==> src/rtl/aurora_reset_sequencer.sv <==
// ---------------------------------------------------------------------------
// aurora_reset_sequencer
//
// Multi-channel reset sequencer for Aurora 64B/66B cores. Every lane runs its
// own copy of the bring-up sequence:
//
//    PB_LEAD  : reset_pb high, pma_init low          (PB_LEAD cycles)
//    PMA_HOLD : reset_pb high, pma_init high         (PMA_HOLD cycles)
//    PB_TAIL  : reset_pb high, pma_init low          (PB_TAIL cycles)
//    WAIT_UP  : both released, wait for channel_up to be stable for
//               UP_STABLE cycles, retry on UP_TIMEOUT
//    LINKED   : link is up; a drop restarts (AUTO_RECOVER) or fails
//    FAILED   : idle until reset_req or resetn
//
// The sequence starts on its own when resetn deasserts. reset_req is only
// honoured once the timed part of the sequence has completed.
//
// Ports (all per-lane vectors are CHANNELS wide, lane i on bit i):
//    clock         single clock domain
//    resetn        asynchronous active-low reset
//    reset_req     single-cycle request to rerun the sequence
//    channel_up    Aurora channel_up, asynchronous to clock
//    reset_pb_out  Aurora reset_pb (active high)
//    pma_init_out  Aurora pma_init (active high)
//    link_ok       lane is LINKED
//    link_failed   lane is FAILED
//    busy          lane is sequencing or waiting for the link
//    retry_count   4 bits per lane, timeouts since the last sequence start,
//                  saturating at 15 (lane i at [4*i+3:4*i])
//
// All outputs are registered.
// ---------------------------------------------------------------------------

// ---------------------------------------------------------------------------
// aurora_reset_sequencer_lane
//
// One independent lane: channel_up synchroniser, sequence FSM, shared
// dwell/timeout counter, stable counter and retry counter.
//
// Ports:
//    clock, resetn    clock and asynchronous active-low reset
//    reset_req        request to rerun the sequence
//    channel_up       raw (asynchronous) channel_up
//    reset_pb_out     registered reset_pb
//    pma_init_out     registered pma_init
//    link_ok          registered "in LINKED"
//    link_failed      registered "in FAILED"
//    busy             registered "in PB_LEAD..WAIT_UP"
//    retry_count      registered saturating timeout count
// ---------------------------------------------------------------------------
module aurora_reset_sequencer_lane #(
   parameter int PB_LEAD      = 128,
   parameter int PMA_HOLD     = 1000000,
   parameter int PB_TAIL      = 10000,
   parameter int UP_TIMEOUT   = 50000000,
   parameter int UP_STABLE    = 1000,
   parameter int MAX_RETRIES  = 3,
   parameter int AUTO_RECOVER = 1,
   parameter int SYNC_STAGES  = 2,
   parameter int CW           = 32
) (
   input  logic       clock,
   input  logic       resetn,
   input  logic       reset_req,
   input  logic       channel_up,
   output logic       reset_pb_out,
   output logic       pma_init_out,
   output logic       link_ok,
   output logic       link_failed,
   output logic       busy,
   output logic [3:0] retry_count
);

   typedef enum logic [2:0] {
      S_PB_LEAD,
      S_PMA_HOLD,
      S_PB_TAIL,
      S_WAIT_UP,
      S_LINKED,
      S_FAILED
   } state_t;

   // counter load values: entering a timed state loads (dwell - 1) so the
   // exit on counter == 0 gives a dwell of exactly the parameter value
   localparam logic [CW-1:0] LEAD_LD   = CW'(PB_LEAD - 1);
   localparam logic [CW-1:0] HOLD_LD   = CW'(PMA_HOLD - 1);
   localparam logic [CW-1:0] TAIL_LD   = CW'(PB_TAIL - 1);
   localparam logic [CW-1:0] TMO_LD    = CW'(UP_TIMEOUT - 1);
   localparam logic [CW-1:0] STABLE    = CW'(UP_STABLE);
   localparam logic [CW-1:0] RETRY_MAX = CW'(MAX_RETRIES);
   localparam logic [CW-1:0] RC_SAT    = CW'(15);
   localparam logic [CW-1:0] ONE       = CW'(1);

   state_t                 state, state_nxt;
   logic [CW-1:0]          cnt, cnt_nxt;
   logic [CW-1:0]          stab, stab_nxt, stab_inc;
   logic [CW-1:0]          tries, tries_nxt;
   logic [SYNC_STAGES-1:0] sync_q;
   logic                   up_s;
   logic                   expired;
   logic                   pb_nxt;

   // ------------------------------------------------------------------
   // channel_up synchroniser
   // ------------------------------------------------------------------
   always_ff @(posedge clock or negedge resetn) begin
      if (!resetn) begin
         sync_q <= '0;
      end else begin
         sync_q <= {sync_q[SYNC_STAGES-2:0], channel_up};
      end
   end

   assign up_s = sync_q[SYNC_STAGES-1];

   // ------------------------------------------------------------------
   // next-state logic
   // ------------------------------------------------------------------
   assign expired  = (cnt == '0);
   assign stab_inc = up_s ? (stab + ONE) : '0;

   always_comb begin
      state_nxt = state;
      // one counter serves every timed state; it parks at zero rather
      // than wrapping
      cnt_nxt   = expired ? cnt : (cnt - ONE);
      stab_nxt  = stab;
      tries_nxt = tries;

      case (state)
         S_PB_LEAD: begin
            if (expired) begin
               state_nxt = S_PMA_HOLD;
               cnt_nxt   = HOLD_LD;
            end
         end

         S_PMA_HOLD: begin
            if (expired) begin
               state_nxt = S_PB_TAIL;
               cnt_nxt   = TAIL_LD;
            end
         end

         S_PB_TAIL: begin
            if (expired) begin
               state_nxt = S_WAIT_UP;
               cnt_nxt   = TMO_LD;
               stab_nxt  = '0;
            end
         end

         S_WAIT_UP: begin
            stab_nxt = stab_inc;
            // priority: request, then link, then timeout
            if (reset_req) begin
               state_nxt = S_PB_LEAD;
               cnt_nxt   = LEAD_LD;
               tries_nxt = '0;
            end else if (up_s && (stab_inc >= STABLE)) begin
               state_nxt = S_LINKED;
            end else if (expired) begin
               if (tries < RETRY_MAX) begin
                  state_nxt = S_PB_LEAD;
                  cnt_nxt   = LEAD_LD;
                  tries_nxt = tries + ONE;
               end else begin
                  state_nxt = S_FAILED;
               end
            end
         end

         S_LINKED: begin
            if (reset_req) begin
               state_nxt = S_PB_LEAD;
               cnt_nxt   = LEAD_LD;
               tries_nxt = '0;
            end else if (!up_s) begin
               if (AUTO_RECOVER != 0) begin
                  // a fresh sequence: the retry budget starts again
                  state_nxt = S_PB_LEAD;
                  cnt_nxt   = LEAD_LD;
                  tries_nxt = '0;
               end else begin
                  state_nxt = S_FAILED;
               end
            end
         end

         S_FAILED: begin
            if (reset_req) begin
               state_nxt = S_PB_LEAD;
               cnt_nxt   = LEAD_LD;
               tries_nxt = '0;
            end
         end

         default: begin
            state_nxt = S_PB_LEAD;
            cnt_nxt   = LEAD_LD;
            tries_nxt = '0;
         end
      endcase
   end

   assign pb_nxt = (state_nxt == S_PB_LEAD) || (state_nxt == S_PMA_HOLD) ||
                   (state_nxt == S_PB_TAIL);

   // ------------------------------------------------------------------
   // state, counters and registered outputs
   // outputs are decoded from the next state so they line up with the
   // state register while still coming straight from flops
   // ------------------------------------------------------------------
   always_ff @(posedge clock or negedge resetn) begin
      if (!resetn) begin
         state        <= S_PB_LEAD;
         cnt          <= LEAD_LD;
         stab         <= '0;
         tries        <= '0;
         reset_pb_out <= 1'b1;
         pma_init_out <= 1'b0;
         link_ok      <= 1'b0;
         link_failed  <= 1'b0;
         busy         <= 1'b1;
         retry_count  <= 4'd0;
      end else begin
         state        <= state_nxt;
         cnt          <= cnt_nxt;
         stab         <= stab_nxt;
         tries        <= tries_nxt;
         reset_pb_out <= pb_nxt;
         pma_init_out <= (state_nxt == S_PMA_HOLD);
         link_ok      <= (state_nxt == S_LINKED);
         link_failed  <= (state_nxt == S_FAILED);
         busy         <= pb_nxt || (state_nxt == S_WAIT_UP);
         retry_count  <= (tries_nxt > RC_SAT) ? 4'd15 : tries_nxt[3:0];
      end
   end

endmodule

// ---------------------------------------------------------------------------
// aurora_reset_sequencer (top)
//
// Replicates the lane CHANNELS times; lanes share only clock and resetn.
// ---------------------------------------------------------------------------
module aurora_reset_sequencer #(
   parameter int CHANNELS     = 1,
   parameter int PB_LEAD      = 128,
   parameter int PMA_HOLD     = 1000000,
   parameter int PB_TAIL      = 10000,
   parameter int UP_TIMEOUT   = 50000000,
   parameter int UP_STABLE    = 1000,
   parameter int MAX_RETRIES  = 3,
   parameter int AUTO_RECOVER = 1,
   parameter int SYNC_STAGES  = 2,
   parameter int CW           = 32
) (
   input  logic                  clock,
   input  logic                  resetn,
   input  logic [CHANNELS-1:0]   reset_req,
   input  logic [CHANNELS-1:0]   channel_up,
   output logic [CHANNELS-1:0]   reset_pb_out,
   output logic [CHANNELS-1:0]   pma_init_out,
   output logic [CHANNELS-1:0]   link_ok,
   output logic [CHANNELS-1:0]   link_failed,
   output logic [CHANNELS-1:0]   busy,
   output logic [CHANNELS*4-1:0] retry_count
);

   logic [CHANNELS-1:0][3:0] rc_lane;

   assign retry_count = rc_lane;

   for (genvar g = 0; g < CHANNELS; g++) begin : g_lane
      aurora_reset_sequencer_lane #(
         .PB_LEAD      (PB_LEAD),
         .PMA_HOLD     (PMA_HOLD),
         .PB_TAIL      (PB_TAIL),
         .UP_TIMEOUT   (UP_TIMEOUT),
         .UP_STABLE    (UP_STABLE),
         .MAX_RETRIES  (MAX_RETRIES),
         .AUTO_RECOVER (AUTO_RECOVER),
         .SYNC_STAGES  (SYNC_STAGES),
         .CW           (CW)
      ) u_lane (
         .clock        (clock),
         .resetn       (resetn),
         .reset_req    (reset_req[g]),
         .channel_up   (channel_up[g]),
         .reset_pb_out (reset_pb_out[g]),
         .pma_init_out (pma_init_out[g]),
         .link_ok      (link_ok[g]),
         .link_failed  (link_failed[g]),
         .busy         (busy[g]),
         .retry_count  (rc_lane[g])
      );
   end

endmodule

==> config.mk <==
export PLATFORM = sky130hd
export DESIGN_NAME = aurora_reset_sequencer
export DESIGN_NICKNAME = d
export VERILOG_FILES = /design/src/rtl/aurora_reset_sequencer.sv
export SDC_FILE = /design/constraint.sdc
export NUM_CORES = 1
export LEC_CHECK = 0
export BUFFER_PORTS_ARGS = -buffer_cell sky130_fd_sc_hd__clkbuf_2
export CAP_MARGIN = 40
export CORE_MARGIN = 2
export CORE_UTILIZATION = 57
export CTS_CLUSTER_SIZE = 14
export DETAILED_ROUTE_END_ITERATION = 8
export HOLD_SLACK_MARGIN = 0.1
export PLACE_DENSITY = 0.76
export SLEW_MARGIN = 20
export SYNTH_ARGS = -nofsm -noshare
export SYNTH_HDL_FRONTEND = slang
export SYNTH_HIERARCHICAL = 1
export SYNTH_SLANG_ARGS = --single-unit
==> constraint.sdc <==
create_clock -name clock -period 3.1 [get_ports clock]
set_clock_uncertainty 0.1 [all_clocks]
set_input_delay 0.155 -clock clock [delete_from_list [all_inputs] [get_ports clock]]
set_output_delay 0.155 -clock clock [all_outputs]
set_load 0.01 [all_outputs]
== Yosys cells after proc, flatten, opt, wreduce, memory -nomap -nowiden ==
Index checks and enable logic that the tools add are counted.

* Bits of input ports: 4
* Bits in registers: 110

* Magnitude comparators: 3
* Eq/ne operators: 11
* Reduce and logical (&&, ||, !) cells: 10
* Add/subtract/negate cells: 3
* Multiplexer cells: 35

{| class="wikitable"
|+ Operator list
! operator !! count
|-
| 2-to-1 mux 32 bit || 20
|-
| case mux 32 bit (6 select lines) || 1
|-
| case mux 32 bit (4 select lines) || 1
|-
| adder 32 x 1 -> 32 bit (second input constant) || 2
|-
| case mux 32 bit (2 select lines) || 1
|-
| >= comparator 32 x 10 -> 1 bit (second input constant) || 1
|-
| > comparator 32 x 4 -> 1 bit (second input constant) || 1
|-
| logical NOT 32 bit || 1
|-
| less-than comparator 32 x 2 -> 1 bit (second input constant) || 1
|-
| subtractor 32 x 1 -> 32 bit (second input constant) || 1
|-
| 2-to-1 mux 3 bit || 10
|-
| case mux 3 bit (6 select lines) || 1
|-
| equality test 3 x 2 -> 1 bit (second input constant) || 4
|-
| equality test 3 bit (second input constant) || 4
|-
| equality test 3 x 1 -> 1 bit (second input constant) || 2
|-
| logical NOT 3 bit || 2
|-
| 2-to-1 mux 4 bit || 1
|-
| logical OR 1 bit || 3
|-
| OR reduction 3 bit || 1
|-
| != test 2 x 1 -> 1 bit (second input constant) || 1
|-
| AND reduction 2 bit || 1
|-
| nonzero test 2 bit || 1
|-
| logical AND 1 bit || 1
|}

== Depth between registers and ports, before layout ==
* Depth after elaboration: 11
* Depth in mapped cells: 13
* Mapped depth without buffers: 11

== Least setup slack after synthesis ==
No wires, ideal clock.

* Path kind: flip-flop to flip-flop
* Start: register g_lane[0].u_lane.cnt[16]
* End: register g_lane[0].u_lane.cnt[0]
* Path slack: -0.263 ns
* Buffers on the path: 3
* Clock period less this slack: 3.363 ns
* Required time: 2.920 ns
* Setup time: 0.080 ns
* Arrival: 3.182 ns
* Cell stages (with the launch flop): 13
* Cells stage by stage: dfrtp_1 -> buf_2 -> or4_4 -> or4_4 -> or2_0 -> buf_2 -> nor3_4 -> inv_2 -> buf_2 -> ha_1 -> o22ai_1 -> nand4_1 -> o221a_2

* Longest elaborated chain between the ends: 7

{| class="wikitable"
|+ Ends and longest elaborated chain
! element !! RTL line !! RTL
|-
| start, declared || 95 || <nowiki>logic [CW-1:0] cnt, cnt_nxt;</nowiki>
|-
| start signal, assigned || 228 || <nowiki>cnt <= cnt_nxt;</nowiki>
|-
| logical NOT 32 bit * || 119 || <nowiki>assign expired = (cnt == '0);</nowiki>
|-
| 2-to-1 mux 32 bit || 126 || <nowiki>cnt_nxt = expired ? cnt : (cnt - ONE);</nowiki>
|-
| 2-to-1 mux 32 bit || 163 || <nowiki>if (tries < RETRY_MAX) begin</nowiki>
|-
| 2-to-1 mux 32 bit || 162 || <nowiki>end else if (expired) begin</nowiki>
|-
| 2-to-1 mux 32 bit || 160 || <nowiki>end else if (up_s && (stab_inc >= STABLE)) begin</nowiki>
|-
| 2-to-1 mux 32 bit || 156 || <nowiki>if (reset_req) begin</nowiki>
|-
| case mux 32 bit (6 select lines) * || 130 || <nowiki>case (state)</nowiki>
|-
| via g_lane[0].u_lane.cnt_nxt[0] || 95 ||
|}

Mark *: on every way through the listed nets, which the timed path passes. The rest lies on a longest branch.
A chain may end at the register's enable or synchronous reset.

== Worst setup path in the final report ==
* Start: register g_lane[0].u_lane.cnt[11]
* End: register g_lane[0].u_lane.cnt[0]

The elaborated chain is that of the path after synthesis.

==> results.toml <==
[pwr]
power_density_mw_per_mm2 = 370
p_leak_nw = 3.34
fin_total_pwr_mw = 2.81
ir_drop_uv = 441

[setup_path]
ff2ff_path_depth = 11
worst_path_most_repeated_cell = "or4_4"
rrSetupSlack_ns = -0.04
end_kind = "flip-flop"
required_ns = 3.35
r2r_end = "g_lane[0].u_lane/cnt[0]"
crit_type = "flip-flop to flip-flop"
crit_fanout = 9
crit_arrival_ns = 3.39
worst_path_largest_cell_delay_ns = 0.53
r2r_start = "g_lane[0].u_lane/cnt[11]"
path_cells = "or4_4 -> or4_4 -> or3_4 -> nor3_4 -> buf_4 -> inv_4 -> ha_4 -> a21oi_1 -> o22ai_4 -> nand4_1 -> o221a_2"
slowest_stage = "or4_4"
cp-startpoint = "g_lane[0].u_lane/cnt[11]"
cp-start-kind = "flip-flop"

[clock_network]
clk_pin_slew_ns = 0.12
clock_sinks = 110
cts_tree = "done"
h-tree-depth = 3
worstSkewPairLatency_ns = 0.40
cts_buffers = 9
cts_root_buf = "clkbuf_8"
cts_max_path_buffers = 2

[detailed_routing]
drtPass1Iterations = 5
drc = 0
vias_per_cell = 6.41
routedWlPerCell_um = 18.5
vias = 5690
routed_wl_mm = 16.4
drtAntennaViolNets = 0
drt-initial-drc-count = 640

[global_route]
grt_start_max_net_pins = 60
track_usage_pct = 29.2
grt_overflow = 0
antenna_found_initial = 0
grt_pass1_vias = 5474
grt_pass1_wl_mm = 26.4

[sta]
slew_violations = 0
grt_setup_unrepaired = "yes"
worstMarginPinSlew_ns = 0.752
timing.final.crit_period_ns = 3.14
fin_ws_ns = -0.0409
slew_headroom_pct = 49.7
setup_viol = 3
hold_viol_final = 0
fin_crit_sh_pct = 101
fmax_mhz = 318

[job]
cap_violations = 0

[yosys]
syn-cell-area_sq_mm = 0.00603
ys_warn_count = 6
syn_avg_cell_area_sq_um = 9.28
synth_edf_count = 0
synth-seq-cells = 110
synth_nets = 657
ys_types = 72
syn_inst = 649
async_flop_share_pct = 100
ys.flop_type = "dfrtp_1"
synth_area_leader_cell = "dfrtp_1"
ys_top_cells_by_area = "dfrtp_1, o21ai_0, and2_1, dfstp_2, xnor2_1"
synth.top_cell.area_share_pct = 41.9
synth_seq_area_share_pct = 45.9

[run_status]
violations = "negative setup slack"
outcome = "finished with violations"

[min_path]
hold_depth = 4
hold_end = "g_lane[0].u_lane/cnt[0]"
min_from = "reset_req"
hold_class = "input pin to flip-flop"

[final_layout]
layout-area-overhead-vs-synth_pct = 26.2
fin_cells = 887
seq_area_sq_mm = 0.00276
multi_input_area_sq_mm = 0.00341
drive_gt1_share_pct = 29.0
nets = 754
fin_util_pct = 74.0
fillers = 702
n_antenna_cell = 0

[die]
dieArea_sq_mm = 0.0114
start_util_pct = 58.6
row_count = 37
io_pins = 13
coreArea_sq_mm = 0.0103
die_y_um = 107
fp.dieW_um = 107

[place]
hpwlAfterDp_mm = 10.1
gp_congestion = 0.999
placed_cells_incl_taps = 846
port-buffer-count = 12
-- flip-flops by register name (all words and copies together), names as in the netlist --
register                    flops
g_lane.u_lane/pma_init_out      1
g_lane.u_lane/reset_pb_out      1
g_lane.u_lane/stab             32
g_lane.u_lane/retry_count       4
g_lane.u_lane/link_ok           1
g_lane.u_lane/state             3
g_lane.u_lane/busy              1
g_lane.u_lane/tries            32
g_lane.u_lane/sync_q            2
g_lane.u_lane/link_failed       1
g_lane.u_lane/cnt              32
-- critical path: cells and delay by family, from the launching register on --
family | cells | cell delay [ns]
simple gates | 5 | 1.67
compound gates | 3 | 0.53
flops | 1 | 0.40
buf+inv | 2 | 0.23
fa+ha+maj | 1 | 0.15
-- cell usage in the layout (no fill, tap or decap), types with 5 or more instances in the layout --
| master | Yosys | layout |
|---|---|---|
| dfrtp_1 | 101 | 101 |
| buf_4 | 5 | 96 |
| o21ai_0 | 60 | 53 |
| nand2_1 | 48 | 47 |
| nor2_1 | 46 | 44 |
| and2_1 | 38 | 37 |
| a21oi_1 | 32 | 25 |
| xnor2_1 | 26 | 25 |
| nor3_1 | 26 | 23 |
| nand3_1 | 24 | 23 |
| nand4_1 | 17 | 17 |
| xor2_1 | 14 | 14 |
| nor4_1 | 15 | 13 |
| buf_6 | 2 | 11 |
| clkbuf_2 | 1 | 11 |
| clkbuf_8 | 0 | 10 |
| inv_1 | 10 | 10 |
| dfstp_2 | 9 | 9 |
| or3_1 | 10 | 8 |
| or4_4 | 3 | 7 |
| o21ai_1 | 3 | 7 |
| a21oi_2 | 0 | 7 |
| a31oi_1 | 9 | 7 |
| nand2b_1 | 7 | 7 |
| or4_1 | 10 | 6 |
| a22o_1 | 6 | 6 |
| a22oi_2 | 0 | 6 |
| and3_1 | 6 | 5 |
| o21a_1 | 5 | 5 |
| o31ai_1 | 5 | 5 |
-- metal layers --
metal | share of wire [%] | global-route usage (%) | vias to the layer above
met1 | 41 | 37.7 | 2762
li1 | - | - | 2582
met4 | 3.4 | 11.8 | 0
met3 | 6.6 | 6.20 | 71
met2 | 49 | 48.1 | 275
met5 | 0 | 0 | -
-- metrics by stage --
stage	TNS, ns	hold WS (ns)	area (sq um)	setup slack (ns)
after detailed placement	-1.49	0.165	6800	-0.0935
after global routing	-2.29	0.149	7600	-0.150
after CTS	-0.0220	0.107	7250	-0.0112
after global placement	-0.000405	0.166	6800	-0.000246
after floorplan	-0.0738	-0.241	6060	-0.0738
final	-0.0678	0.144	7600	-0.0409
-- kinds of logic (layout without fill, tap and decap cells) --
logic type / count (synthesis) / after routing / synth area share [%]
AO/OA/AOI/OAI: 166 / 169 / 17.8
XOR/XNOR: 40 / 40 / 5.81
adder cells (fa/ha/maj): 4 / 4 / 0.831
buffers and inverters: 52 / 151 / 3.90
flip-flops: 110 / 110 / 45.9
multiplexers: 3 / 3 / 0.498
AND/OR/NAND/NOR: 274 / 274 / 25.3
-- what timing repair did --
item	4_1_cts	5_1_grt
pin swaps	11	25
buffers inserted	8	10
cloned	3	1
setup endpoints to repair	43	50
hold buffers	2	1
resized for setup	25	55
endpoints found under the hold margin	52	16
-- cell usage after synthesis (all sizes together), types with 2 or more instances --
master	n
a31o	2
a211o	3
nand2b	7
a22oi	6
nor2b	3
or3	10
a32o	2
nor4b	2
or2	3
mux2i	3
and2	38
nand2	48
o41ai	5
dfrtp	101
o21ai	64
xor2	14
o311a	2
a31oi	9
o211ai	3
inv	11
nor2	47
clkbuf	29
and3	6
nand3	26
dfstp	9
ha	4
xnor2	26
or4	13
a21oi	32
and4	5
a21o	3
o22ai	5
nand4	18
a22o	6
o31ai	5
o21a	5
buf	12
nor3	28
nor4	16
a211oi	3
-- worst max path at each step --
stage,end,cells past startpoint,slack [ns]
floorplan,g_lane[0].u_lane/cnt[0],10,-0.07
global route,g_lane[0].u_lane/retry_count[0],9,-0.15
CTS,g_lane[0].u_lane/cnt[15],13,-0.01
global placement,g_lane[0].u_lane/cnt[23],9,-0.0002
detailed placement,g_lane[0].u_lane/cnt[21],9,-0.09
finish,g_lane[0].u_lane/cnt[0],11,-0.04
-- power breakdown --
part | leakage, nW | internal, mW | total [mW] | switching (mW)
Clock | 0.114 | 0.419 | 0.951 | 0.532
Sequential | 1.43 | 1.53 | 1.60 | 0.0676
Combinational | 1.79 | 0.129 | 0.259 | 0.130
-- layout make-up --
type	instances	share of cell area [%]
multi-input combinational	490	44.9
clock buffer	10	1.81
inverter	11	0.576
timing repair buffer	124	13.0
clock inverter	6	1.14
tap	136	2.24
sequential	110	36.4
Note: power is estimated with default switching activity, not from simulation.
